File: config.mk
export PLATFORM = sky130hd
export DESIGN_NAME = pipe_ctrl
export DESIGN_NICKNAME = d
export VERILOG_FILES = /design/src/rtl/pipe_ctrl.sv
export SDC_FILE = /design/constraint.sdc
export NUM_CORES = 1
export LEC_CHECK = 0
export ABC_AREA = 1
export BUFFER_PORTS_ARGS = -buffer_cell sky130_fd_sc_hd__buf_2
export CORE_MARGIN = 2
export CORE_UTILIZATION = 40
export CTS_BUF_LIST = sky130_fd_sc_hd__clkbuf_2 sky130_fd_sc_hd__clkbuf_4 sky130_fd_sc_hd__clkbuf_8
export DETAILED_ROUTE_END_ITERATION = 10
export PLACE_DENSITY = 0.74
export SLEW_MARGIN = 5
export SYNTH_ARGS = -nofsm -noshare
export SYNTH_HDL_FRONTEND = slang
export SYNTH_SLANG_ARGS = --single-unit
File: constraint.sdc
create_clock -name clk -period 3.4 [get_ports clk]
set_input_delay 0.34 -clock clk [delete_from_list [all_inputs] [get_ports clk]]
set_output_delay 0.34 -clock clk [all_outputs]
set_load 0.005 [all_outputs]
File: src/rtl/pipe_ctrl.sv
// pipe_ctrl: five-stage stall/flush/redirect controller with memory watchdog and stall counter
module pipe_ctrl #(
  parameter int MEM_TIMEOUT = 255,
  parameter int CNT_WIDTH   = 16
) (
  input  logic                 clk,
  input  logic                 rst,
  input  logic [4:0]           id_rs1_addr_i,
  input  logic                 id_rs1_ren_i,
  input  logic [4:0]           id_rs2_addr_i,
  input  logic                 id_rs2_ren_i,
  input  logic                 ex_rmem_en_i,
  input  logic [4:0]           ex_wreg_addr_i,
  input  logic                 ex_branch_i,
  input  logic [31:0]          ex_branch_target_i,
  input  logic                 ex_md_start_i,
  input  logic                 md_done_i,
  input  logic                 mem_req_i,
  input  logic                 mem_ack_i,
  output logic [4:0]           stall_o,
  output logic [4:0]           flush_o,
  output logic                 pc_redirect_o,
  output logic [31:0]          pc_redirect_addr_o,
  output logic                 mem_timeout_o,
  output logic [CNT_WIDTH-1:0] stall_cnt_o
);
  typedef enum logic [1:0] {RUN, MEM_WAIT, MD_WAIT} state_t;
  state_t state, state_nx, rel_state;
  logic [7:0] timer, timer_nx;
  logic mem_hold, md_hold, lu_hit, expire, rel_redirect;
  logic [4:0] rel_stall, rel_flush;
  // Rules below the memory hold: mul/div, branch, load-use, idle
  always_comb begin
    mem_hold     = mem_req_i && !mem_ack_i;
    md_hold      = ex_md_start_i && !md_done_i;
    lu_hit       = ex_rmem_en_i && ex_wreg_addr_i != 5'd0 &&
                   ((id_rs1_ren_i && id_rs1_addr_i == ex_wreg_addr_i) ||
                    (id_rs2_ren_i && id_rs2_addr_i == ex_wreg_addr_i));
    rel_stall    = md_hold ? 5'b00111 : (lu_hit && !ex_branch_i) ? 5'b00011 : 5'b00000;
    rel_flush    = md_hold ? 5'b01000 : ex_branch_i ? 5'b00011 : lu_hit ? 5'b00100 : 5'b00000;
    rel_redirect = !md_hold && ex_branch_i;
    rel_state    = md_hold ? MD_WAIT : RUN;
    expire       = timer == 8'(MEM_TIMEOUT - 1);
  end
  // The timer also counts the RUN cycle that entered MEM_WAIT
  always_comb begin
    stall_o       = rel_stall;
    flush_o       = rel_flush;
    pc_redirect_o = rel_redirect;
    mem_timeout_o = 1'b0;
    state_nx      = rel_state;
    timer_nx      = 8'd0;
    if (rst) begin
      stall_o       = 5'b00000;
      flush_o       = 5'b11111;
      pc_redirect_o = 1'b0;
      state_nx      = RUN;
    end else if (state == MEM_WAIT && !mem_ack_i) begin
      stall_o       = expire ? 5'b00000 : 5'b01111;
      flush_o       = expire ? 5'b11000 : 5'b10000;
      pc_redirect_o = 1'b0;
      mem_timeout_o = expire;
      state_nx      = expire ? RUN : MEM_WAIT;
      timer_nx      = expire ? 8'd0 : timer + 8'd1;
    end else if (state == MD_WAIT && !md_done_i) begin
      stall_o       = 5'b00111;
      flush_o       = 5'b01000;
      pc_redirect_o = 1'b0;
      state_nx      = MD_WAIT;
    end else if (mem_hold) begin
      stall_o       = 5'b01111;
      flush_o       = 5'b10000;
      pc_redirect_o = 1'b0;
      state_nx      = MEM_WAIT;
      timer_nx      = 8'd1;
    end
  end
  assign pc_redirect_addr_o = pc_redirect_o ? ex_branch_target_i : 32'd0;
  always_ff @(posedge clk or posedge rst) begin
    if (rst) begin
      state       <= RUN;
      timer       <= 8'd0;
      stall_cnt_o <= '0;
    end else begin
      state <= state_nx;
      timer <= timer_nx;
      if (stall_o != 5'd0 && stall_cnt_o != '1) stall_cnt_o <= stall_cnt_o + CNT_WIDTH'(1);
    end
  end
endmodule

==> out/metrics.cfg, run 1 <==
[clock_tree]
cts_buffers=3
cts_tree=yes
htreeDepth=1
clk_path_buf_depth=2
clockRootBuffer=clkbuf_8
post_cts.repair.setup_buffers=0
cts_resized=0
worstSkewPairLatency_ns=0.26
cts.sinks=26
path_clk_slew_ns=0.08
holdBufCountCts=0

[synthesis]
yosys_warnings=0
synth_compound_area_share_pct=1.415
synthMuxAreaShare_pct=0
ys_seq_area_share_pct=30.66
ys_types=29
yosys.area_share.simple_pct=43.22
syn_inst=333
synth_fa_ha_area_share_pct=1.769
synth_top_family_by_area=simple AND/OR/NAND/NOR gates
avgSynthCellArea_um2=6.372
synth_xor_xnor_area_share_pct=7.017
synth-seq-cells=26
synth_nets=393
syn_area_um2=2122

[detailed_routing]
drc=0
wl_mm=5.210
detail_route.iter0.violations=76
first_pass_iters=4
viasPerCell=4.484
wl_per_cell_um=10.18
num_vias=2296
ant_nets=0

[power_and_ir_drop]
powerDensity_nw_per_um2=283.5
p_leak_nw=1.722
vdd_ir_drop_max_uv=240.1

[global_route]
grt_pass1_vias=2094
gr-total-overflow=0
grt_pass1_wl_mm=8.776
antenna_found_initial=0
grt_max_degree=33
grt_usage_pct=17.42

[run]
cap_violations=0

[sta]
final.setup.tns_ns=0
finalSetupViolCount=0
drv_slew=0
period_minus_slack_ns=2.275
holdWs_ns=0.04315
rsz0062_at_grt=no
hold_viol_final=0
fin_worst_skew_ns=0.004728
max_freq_mhz=439.6
min_period_over_period_pct=66.91

[finish]
final_nets=504
num_antenna_cells=0
layout-area-overhead-vs-synth_pct=30.01
drive_above_1_share_pct=33.48

[critical_path]
timing.rr.start=stall_cnt_o[0]
reg2reg_slack_ns=1.40
arrival_ns=1.93
crit_chain=nor3_2 -> nor2_1 -> nand3_1 -> inv_1 -> nand2_1 -> nor2_2 -> inv_2 -> nor2_1 -> buf_2
startpoint_type=flip-flop
slowest_delay_ns=0.41
worstPathRequired_ns=3.06
crit_path_frequent_cell=nor2_1
critPathKind=reg -> out
cp_slowest_cell=dfrtp_1
critPathMaxFanout=32
end_kind=output pin
r2r_cells=7
r2r-end=stall_cnt_o[10]

[die]
coreArea_um2=5107
io_pins=117
rows=26
initial_core_util_pct=41.55
die_h_um=76.84
die_w_um=76.84
die_area_um2=5904

[status]
status=completed

[placed_design]
gp_congestion=0.8806
port_buffers=115
dp_hpwl_mm=4.212

[hold_path]
min_path_type=in -> async

-- routing by layer --
layer / routed length (um) / GRT usage, %
met1: 2181 / 19.97
met2: 2575 / 32.89
met3: 422 / 4.588
met4: 31 / 2.364
met5: 0 / 0
-- sequential cells by signal, indices dropped and copies added, names as in the netlist --
| name | flops |
|---|---|
| state | 2 |
| timer | 8 |
| stall_cnt_o | 16 |
-- metrics by stage --
step	instance area, um2	util (%)	setup slack, ns	total power, W	std cells
after floorplan	2122	-	1.579	0.0005219	333
after global placement	2718	53.21	1.390	0.0006144	509
after detailed placement	2718	53.21	1.364	0.0006208	509
after CTS	2759	54.02	1.096	0.0007974	512
after global routing	2759	54.02	0.8803	0.0008411	512
final	2759	54.02	1.125	0.0007822	512
-- worst max-delay path: cells and delay by family, from the launching register on --
kind          cells  cell delay (ns)
buf+inv           3             0.56
flops             1             0.41
simple gates      6             0.69
-- Yosys cell counts, drive strengths merged --
cell type | instances | area share, %
nor4 | 1 | 0.29
inv | 69 | 12
nand3b | 1 | 0.35
nand4 | 4 | 1.5
o21a | 1 | 0.35
buf | 10 | 3.5
nand3 | 30 | 7.5
o21ai | 1 | 0.24
dfrtp | 26 | 31
nor2 | 67 | 13
nor3 | 10 | 2.6
nand2 | 88 | 18
xnor2 | 7 | 2.9
nor3b | 1 | 0.35
ha | 3 | 1.8
a21o | 1 | 0.35
conb | 1 | 0.18
xor2 | 10 | 4.1
a21oi | 2 | 0.47
-- where the power goes --
| part | switching (W) | internal, W | leakage, nW | total [W] |
|---|---|---|---|---|
| combinational | 0.000125 | 0.000107 | 1.34 | 0.000232 |
| sequential | 0.0000448 | 0.000336 | 0.356 | 0.000381 |
| clock | 0.0000903 | 0.0000792 | 0.0216 | 0.000170 |
| total | 0.000260 | 0.000522 | 1.72 | 0.000782 |
-- placed cells by master (no fill, tap or decap), drive strengths merged --
cell type    n
nand4        4
clkbuf       3
nor4         1
dfrtp       26
buf        116
o21ai        1
xor2        10
nor2        67
nand3b       1
nor3        10
conb         1
nand3       30
a21o         1
xnor2        7
nand2       88
a21oi        2
nor3b        1
o21a         1
inv         69
ha           3
-- worst max-delay path by stage --
stage                         start                      to  slack (ns)  depth (start not counted)
after CTS                  state[0]   pc_redirect_addr_o[0]        1.10                          9
after global placement    mem_ack_i  pc_redirect_addr_o[19]        1.39                         10
after detailed placement  mem_ack_i   pc_redirect_addr_o[0]        1.36                         10
after floorplan            timer[0]              stall_o[1]        1.58                         11
final                      state[0]   pc_redirect_addr_o[0]        1.13                          9
after global routing       state[0]  pc_redirect_addr_o[19]        0.88                          9
-- kinds of logic after synthesis --
| family | count (synthesis) |
|---|---|
| flip-flops | 26 |
| buffers and inverters | 79 |
| XOR/XNOR | 17 |
| AO/OA/AOI/OAI | 5 |
| AND/OR/NAND/NOR | 202 |
| other | 1 |
| adder cells (fa/ha/maj) | 3 |
-- area by class of cell --
| class | count | area (um2) |
|---|---|---|
| clock buffers | 3 | 41.29 |
| inverters | 69 | 259.0 |
| multi-input cells | 228 | 1137 |
| flip-flops and latches | 26 | 650.6 |
| fillers | 528 | 2349 |
| repair buffers | 116 | 583.1 |
| well taps | 70 | 87.58 |
Note: power is estimated with default switching activity, not from simulation.
==> inputs of run 2 (changes only) <==
--- a/config.mk
+++ b/config.mk
@@ -5,13 +5,13 @@
 export SDC_FILE = /design/constraint.sdc
 export NUM_CORES = 1
 export LEC_CHECK = 0
-export ABC_AREA = 1
+export ABC_AREA = 0
 export BUFFER_PORTS_ARGS = -buffer_cell sky130_fd_sc_hd__buf_2
 export CORE_MARGIN = 2
 export CORE_UTILIZATION = 40
 export CTS_BUF_LIST = sky130_fd_sc_hd__clkbuf_2 sky130_fd_sc_hd__clkbuf_4 sky130_fd_sc_hd__clkbuf_8
 export DETAILED_ROUTE_END_ITERATION = 10
-export PLACE_DENSITY = 0.74
+export PLACE_DENSITY = 0.79
 export SLEW_MARGIN = 5
 export SYNTH_ARGS = -nofsm -noshare
 export SYNTH_HDL_FRONTEND = slang
==> constraint.sdc (replaced) <==
create_clock -name clk -period 2.1 [get_ports clk]
set_input_delay 0.21 -clock clk [delete_from_list [all_inputs] [get_ports clk]]
set_output_delay 0.21 -clock clk [all_outputs]
set_load 0.005 [all_outputs]
==> run 2 against run 1 <==
  * Synthesized cell count is 44% lower
  * Clock power increased by 91%
  * Clock-buffer cell count is 1 higher
  * Final cell count is 29% lower
  * The flow now finishes with violations (negative setup slack)
==> out/metrics.cfg, run 2 <==
[hold_path]
whs_path_depth=3
min_to=state[1]
min_path_type=in -> reg
hp-start=md_done_i

[sta]
period_minus_slack_ns=2.171
finalSetupViolCount=31
drv_slew=0
hold_viol_final=0
fin_worst_skew_ns=0.001379
worst_slack_ns=-0.07142
max_freq_mhz=460.5
rsz0062_at_grt=yes
min_period_over_period_pct=103.4

[synthesis]
synth_top_area_share_pct=38.12
synth_area_leaders=dfrtp_1 (38%), and2_1 (12%), xnor2_1 (9.2%)
synth_nets=248
async_flop_share_pct=100.0
syn_area_um2=1707
yosysMostFrequentCell=and2_1
synth.largest_area_cell=dfrtp_1
yosys_most_used_dff=dfrtp_1
ys_types=37
avgSynthCellArea_um2=9.078
syn_inst=188
synth-edff-count=0
synth-seq-cells=26
synthTopCellsByCount=and2_1 (34), dfrtp_1 (26), xnor2_1 (18)
ys_seq_area_share_pct=38.12
yosys_warnings=0

[clock_tree]
clockRootBuffer=clkbuf_8
cts_buffers=3
cts.sinks=26
clk_path_buf_depth=2
cts_tree=yes
worstSkewPairLatency_ns=0.27
path_clk_slew_ns=0.09
htreeDepth=1

[global_route]
grt_pass1_vias=1556
gr-total-overflow=0
antenna_found_initial=0
grt_pass1_wl_mm=7.279
grt_usage_pct=18.08
grt_max_degree=34

[critical_path]
critical_path.top_delay_family=simple AND/OR/NAND/NOR gates
slowest_delay_ns=0.42
worstPathRequired_ns=1.89
cp_slowest_cell=dfrtp_1
arrival_ns=1.96
critical_path_depth=8
worst-path-buf-inv=2
critPathKind=reg -> out
timing.rr.start=timer[1]
r2r-end=stall_cnt_o[1]
critPathMaxFanout=8
r2r_cells=8
reg2reg_slack_ns=0.13
crit_chain=nor2b_4 -> o21bai_4 -> o21a_2 -> nand2_4 -> nor2_4 -> clkbuf_16 -> and2_1 -> buf_2
startpoint_type=flip-flop
end_kind=output pin

[finish]
layout_commonest_cell=buf_2
postLayoutCoreUtil_pct=69.57
fillCellCount=291
seqCellArea_um2=650.6
num_antenna_cells=0
final_cell_area_um2=2823
multi_input_area_um2=1100
drive_above_1_share_pct=55.73
layout-area-overhead-vs-synth_pct=65.40
layout_common_cells=buf_2 (88), buf_6 (29), and2_4 (27)
largest_reg_flops=16
final_nets=375
top_regs=stall_cnt_o: 16 flops, timer: 8 flops, state: 2 flops
regMostFlops=stall_cnt_o

[die]
io_pins=117
initial_core_util_pct=42.06
die_area_um2=4805
die_w_um=69.32
die_h_um=69.32
coreArea_um2=4058
rows=23

[detailed_routing]
detail_route.iter0.violations=55
first_pass_iters=4
wl_per_cell_um=14.82
ant_nets=0
viasPerCell=4.945
num_vias=1800
drc=0
wl_mm=5.394

[placed_design]
place_ws_ns=0.09233
gp_congestion=0.8450
dpl-instance-area_um2=2352
port_buffers=115
dp_hpwl_mm=3.608

[power_and_ir_drop]
powerDensity_nw_per_um2=494.2
p_leak_nw=1.433
p_total_w=0.001395
vdd_ir_drop_max_uv=788.7

[run]
cap_violations=0

[status]
violations=negative setup slack
status=finished, violations left

[run 2: cell types whose count changed after synthesis, moves of 6 or more]
cell     previous run  this run
and2_1              0        34
inv_1              63         4
inv_2               6         0
nand2_1            73        11
nand2_2            13         0
nand3_1            28        14
nor2_1             63        15
nor3_1              9         2
xnor2_1             7        18
[run 2: per-stage QoR]
step	instances	setup TNS, ns	hold WS, ns
floorplan	188	0	0.2725
global placement	351	0	0.1845
detailed placement	351	0	0.1905
CTS	358	0	0.2431
global route	364	-4.078	0.2194
finish	364	-1.464	0.2249
[run 2: cells by family after synthesis]
group | after synthesis | synth area share (%)
simple gates | 101 | 33.07
other cells | 1 | 0.2197
mux | 1 | 0.8795
compound gates | 12 | 5.353
buf+inv | 13 | 4.252
fa+ha+maj | 3 | 2.200
xor+xnor | 31 | 15.91
flops | 26 | 38.12
[run 2: cell type report]
cell class	count	share of cell area [%]
Multi-Input combinational cell	149	38.96
Timing Repair Buffer	131	33.29
Inverter	4	0.5319
Sequential cell	26	23.05
Clock buffer	4	1.950
Tap cell	50	2.216
[run 2: metal layers]
metal	part of all wire (%)	GRT usage [%]
met4	1.3	3.486
met2	51	29.70
met1	42	24.66
met5	0	0
met3	5.3	3.924
[run 2: worst max path at each step]
stage,end,start,slack [ns]
2_1_floorplan,stall_cnt_o[1],timer[0],0.18
3_3_place_gp,stall_cnt_o[10],timer[1],0.19
3_5_place_dp,stall_cnt_o[10],timer[1],0.09
4_1_cts,stall_o[0],timer[1],0.006
5_1_grt,pc_redirect_addr_o[29],state[1],-0.15
6_report,pc_redirect_addr_o[29],state[1],-0.07
[run 2: worst register-to-register path, delay by kind of cell (launching register included)]
family | cells | cell delay, ns
adder cells (fa/ha/maj) | 1 | 0.17
buffers and inverters | 1 | 0.16
flip-flops | 1 | 0.39
multiplexers | 1 | 0.32
AO/OA/AOI/OAI | 2 | 0.40
AND/OR/NAND/NOR | 3 | 0.43
[run 2: timing repair]
| item | CTS | global route |
|---|---|---|
| pin swaps | 1 | 30 |
| endpoints found under the hold margin | 4 | 0 |
| gates resized for setup | 3 | 63 |
| setup endpoints to repair | 5 | 42 |
| gates cloned | 0 | 4 |
| setup buffers | 2 | 2 |
| hold buffers | 1 | 0 |
[run 2: where the power goes]
group	switching (W)	leakage, nW	internal [W]
Sequential	0.0000635	0.352	0.000556
Combinational	0.000189	1.05	0.000262
Clock	0.000156	0.0288	0.000168
Total	0.000409	1.43	0.000986
==> inputs of run 3 (changes only) <==
==> constraint.sdc (replaced) <==
create_clock -name clk -period 2 [get_ports clk]
set_input_delay 0.2 -clock clk [delete_from_list [all_inputs] [get_ports clk]]
set_output_delay 0.2 -clock clk [all_outputs]
set_load 0.005 [all_outputs]
==> run 3 against run 2 <==
  * The run now ends clean
  * Critical endpoint is now pc_redirect_addr_o[24]
  * Sequential cell count stayed put
  * Highest routed layer unchanged
  * Register-to-register slack worse by 0.03 ns
  * Power is 0.88% lower
  * Largest cell class unchanged
  * Sequential power is 5.2% higher
  * Clock-buffer cell count is 1 lower
  * Worst setup slack better by 0.090 ns
  * Sequential share of layout area is 0.99 points higher
  * Hold slack better by 0.099 ns
  * Routed wire length is 3.7% lower
==> out/metrics.cfg, run 3 (same netlist as run 2, synthesis figures left out) <==
[global_route]
grt_pass1_wl_mm=7.962
grt_usage_pct=19.49
antenna_found_initial=0
grt_max_degree=34
gr-total-overflow=0
grt_pass1_vias=1724

[clock_tree]
clk_path_buf_depth=2
cts.sinks=26
clockRootBuffer=clkbuf_8
path_clk_slew_ns=0.08
worstSkewPairLatency_ns=0.26
cts_tree=yes
htreeDepth=1
cts_buffers=3

[detailed_routing]
wl_per_cell_um=14.24
first_pass_iters=4
ant_nets=0
num_vias=1761
wl_mm=5.196
viasPerCell=4.825
detail_route.iter0.violations=50
drc=0

[placed_design]
dp_hpwl_mm=3.692
port_buffers=115
gp_congestion=0.8548

[critical_path]
critPathKind=reg -> out
end_kind=output pin
worst-path-buf-inv=2
worstPathRequired_ns=1.80
critPathMaxFanout=8
critical_path.top_delay_family=simple AND/OR/NAND/NOR gates
cp_slowest_cell=dfrtp_1
arrival_ns=1.78
startpoint_type=flip-flop
crit_chain=nor2b_4 -> o21bai_4 -> o21a_2 -> nand2_2 -> nor2_4 -> clkbuf_16 -> and2_4 -> buf_6
slowest_delay_ns=0.41

[finish]
fillCellCount=315
drive_above_1_share_pct=53.33
top_regs=stall_cnt_o: 16 flops, timer: 8 flops, state: 2 flops
layout_commonest_cell=buf_2
postLayoutCoreUtil_pct=66.70
regMostFlops=stall_cnt_o
layout-area-overhead-vs-synth_pct=58.58
num_antenna_cells=0
largest_reg_flops=16
layout_common_cells=buf_2 (98), dfrtp_1 (26), and2_1 (19), buf_6 (19), xnor2_1 (18)
final_nets=377

[die]
die_h_um=69.32
coreArea_um2=4058
die_area_um2=4805
io_pins=117
rows=23
initial_core_util_pct=42.06
die_w_um=69.32

[sta]
period_minus_slack_ns=1.981
rsz0062_at_grt=yes
hold_viol_final=0
min_period_over_period_pct=99.07
holdWs_ns=0.3239
drv_slew=0
maxSlewHeadroom_pct=63.29
max_slew.worst_pin.slew_ns=0.5465
fin_worst_skew_ns=0.002071
finalSetupViolCount=0
max_freq_mhz=504.7

[hold_path]
min_path_type=in -> reg

[status]
status=completed

[power_and_ir_drop]
internal_power_w=0.0009775
p_leak_nw=1.393
netSwitchingPower_w=0.0004050
comb_power_share_pct=32.6
clockPowerShare_pct=20.3
p_seq_share_pct=47.1
powerDensity_nw_per_um2=510.9
sw_frac_of_total_pct=29.30
vdd_ir_drop_max_uv=581.1

[run]
cap_violations=0

## run 3: cell types whose count changed in the layout (fill, tap and decap cells not counted), sizes merged
| cell | change |
|---|---|
| buf | +4 |
| clkbuf | -3 |
## run 3: cell type report
class                   instances  area [um2]  share of cell area [%]
clock buffers                   3       41.29                   1.526
inverters                       4       15.01                  0.5548
multi-input cells             149        1080                   39.90
flip-flops and latches         26       650.6                   24.04
well taps                      50       62.56                   2.312
repair buffers                133       857.1                   31.67
## run 3: worst reg2reg max path, cell delays in order, from the launching register on
cell and delay [ns]:
dfrtp_1 0.39, ha_2 0.18, and3_4 0.18, a31oi_4 0.22
inv_2 0.08, o22ai_4 0.18, buf_4 0.16, buf_4 0.14
nand4_1 0.13, xnor2_1 0.15
## run 3: power groups by stage
stage | Sequential, W | Combinational [W] | Clock (W)
finish | 0.000652 | 0.000450 | 0.000280
global route | 0.000665 | 0.000498 | 0.000312
CTS | 0.000652 | 0.000404 | 0.000294
detailed placement | 0.000662 | 0.000387 | 0
global placement | 0.000660 | 0.000384 | 0
floorplan | 0.000660 | 0.000201 | 0
## run 3: stage by stage
step	power (W)	setup WS (ns)	area (um2)	std cells	setup TNS (ns)
final	0.001383	0.01856	2706	365	0
after global placement	0.001044	0.1375	2367	353	0
after global routing	0.001475	-0.07042	2706	365	-1.546
after CTS	0.001350	-0.005050	2477	361	-0.01057
after detailed placement	0.001049	0.05104	2367	353	0
after floorplan	0.0008610	0.08237	1707	188	0
## run 3: final timing paths
check | endpoint | start | slack [ns] | cells past startpoint
max | pc_redirect_addr_o[24] | state[1] | 0.02 | 8
min | state[1] | rst | 0.32 | 3
max reg2reg | stall_cnt_o[4] | timer[1] | 0.10 | 9
min reg2reg | stall_cnt_o[5] | stall_cnt_o[5] | 0.49 | 1
max in group asynchronous | stall_cnt_o[12] | rst | 0.96 | 4
min in group asynchronous | state[1] | rst | 0.50 | 3
## run 3: layer usage
| layer | vias to the layer above | track usage, % | part of all wire [%] | routed length, um |
|---|---|---|---|---|
| li1 | 877 | - | - | - |
| met1 | 818 | 26.09 | 42 | 2182 |
| met2 | 62 | 33.33 | 52 | 2712 |
| met3 | 4 | 3.634 | 5.4 | 281 |
| met4 | 0 | 3.050 | 0.37 | 19 |
| met5 | - | 0 | 0 | 0 |
## run 3: timing repair
item	4_1_cts	5_1_grt
cloned	0	2
pin swaps	3	18
setup buffers	4	3
gates resized for setup	8	39
endpoints found under the setup margin	34	49
hold buffers	1	0
endpoints found under the hold margin	4	0
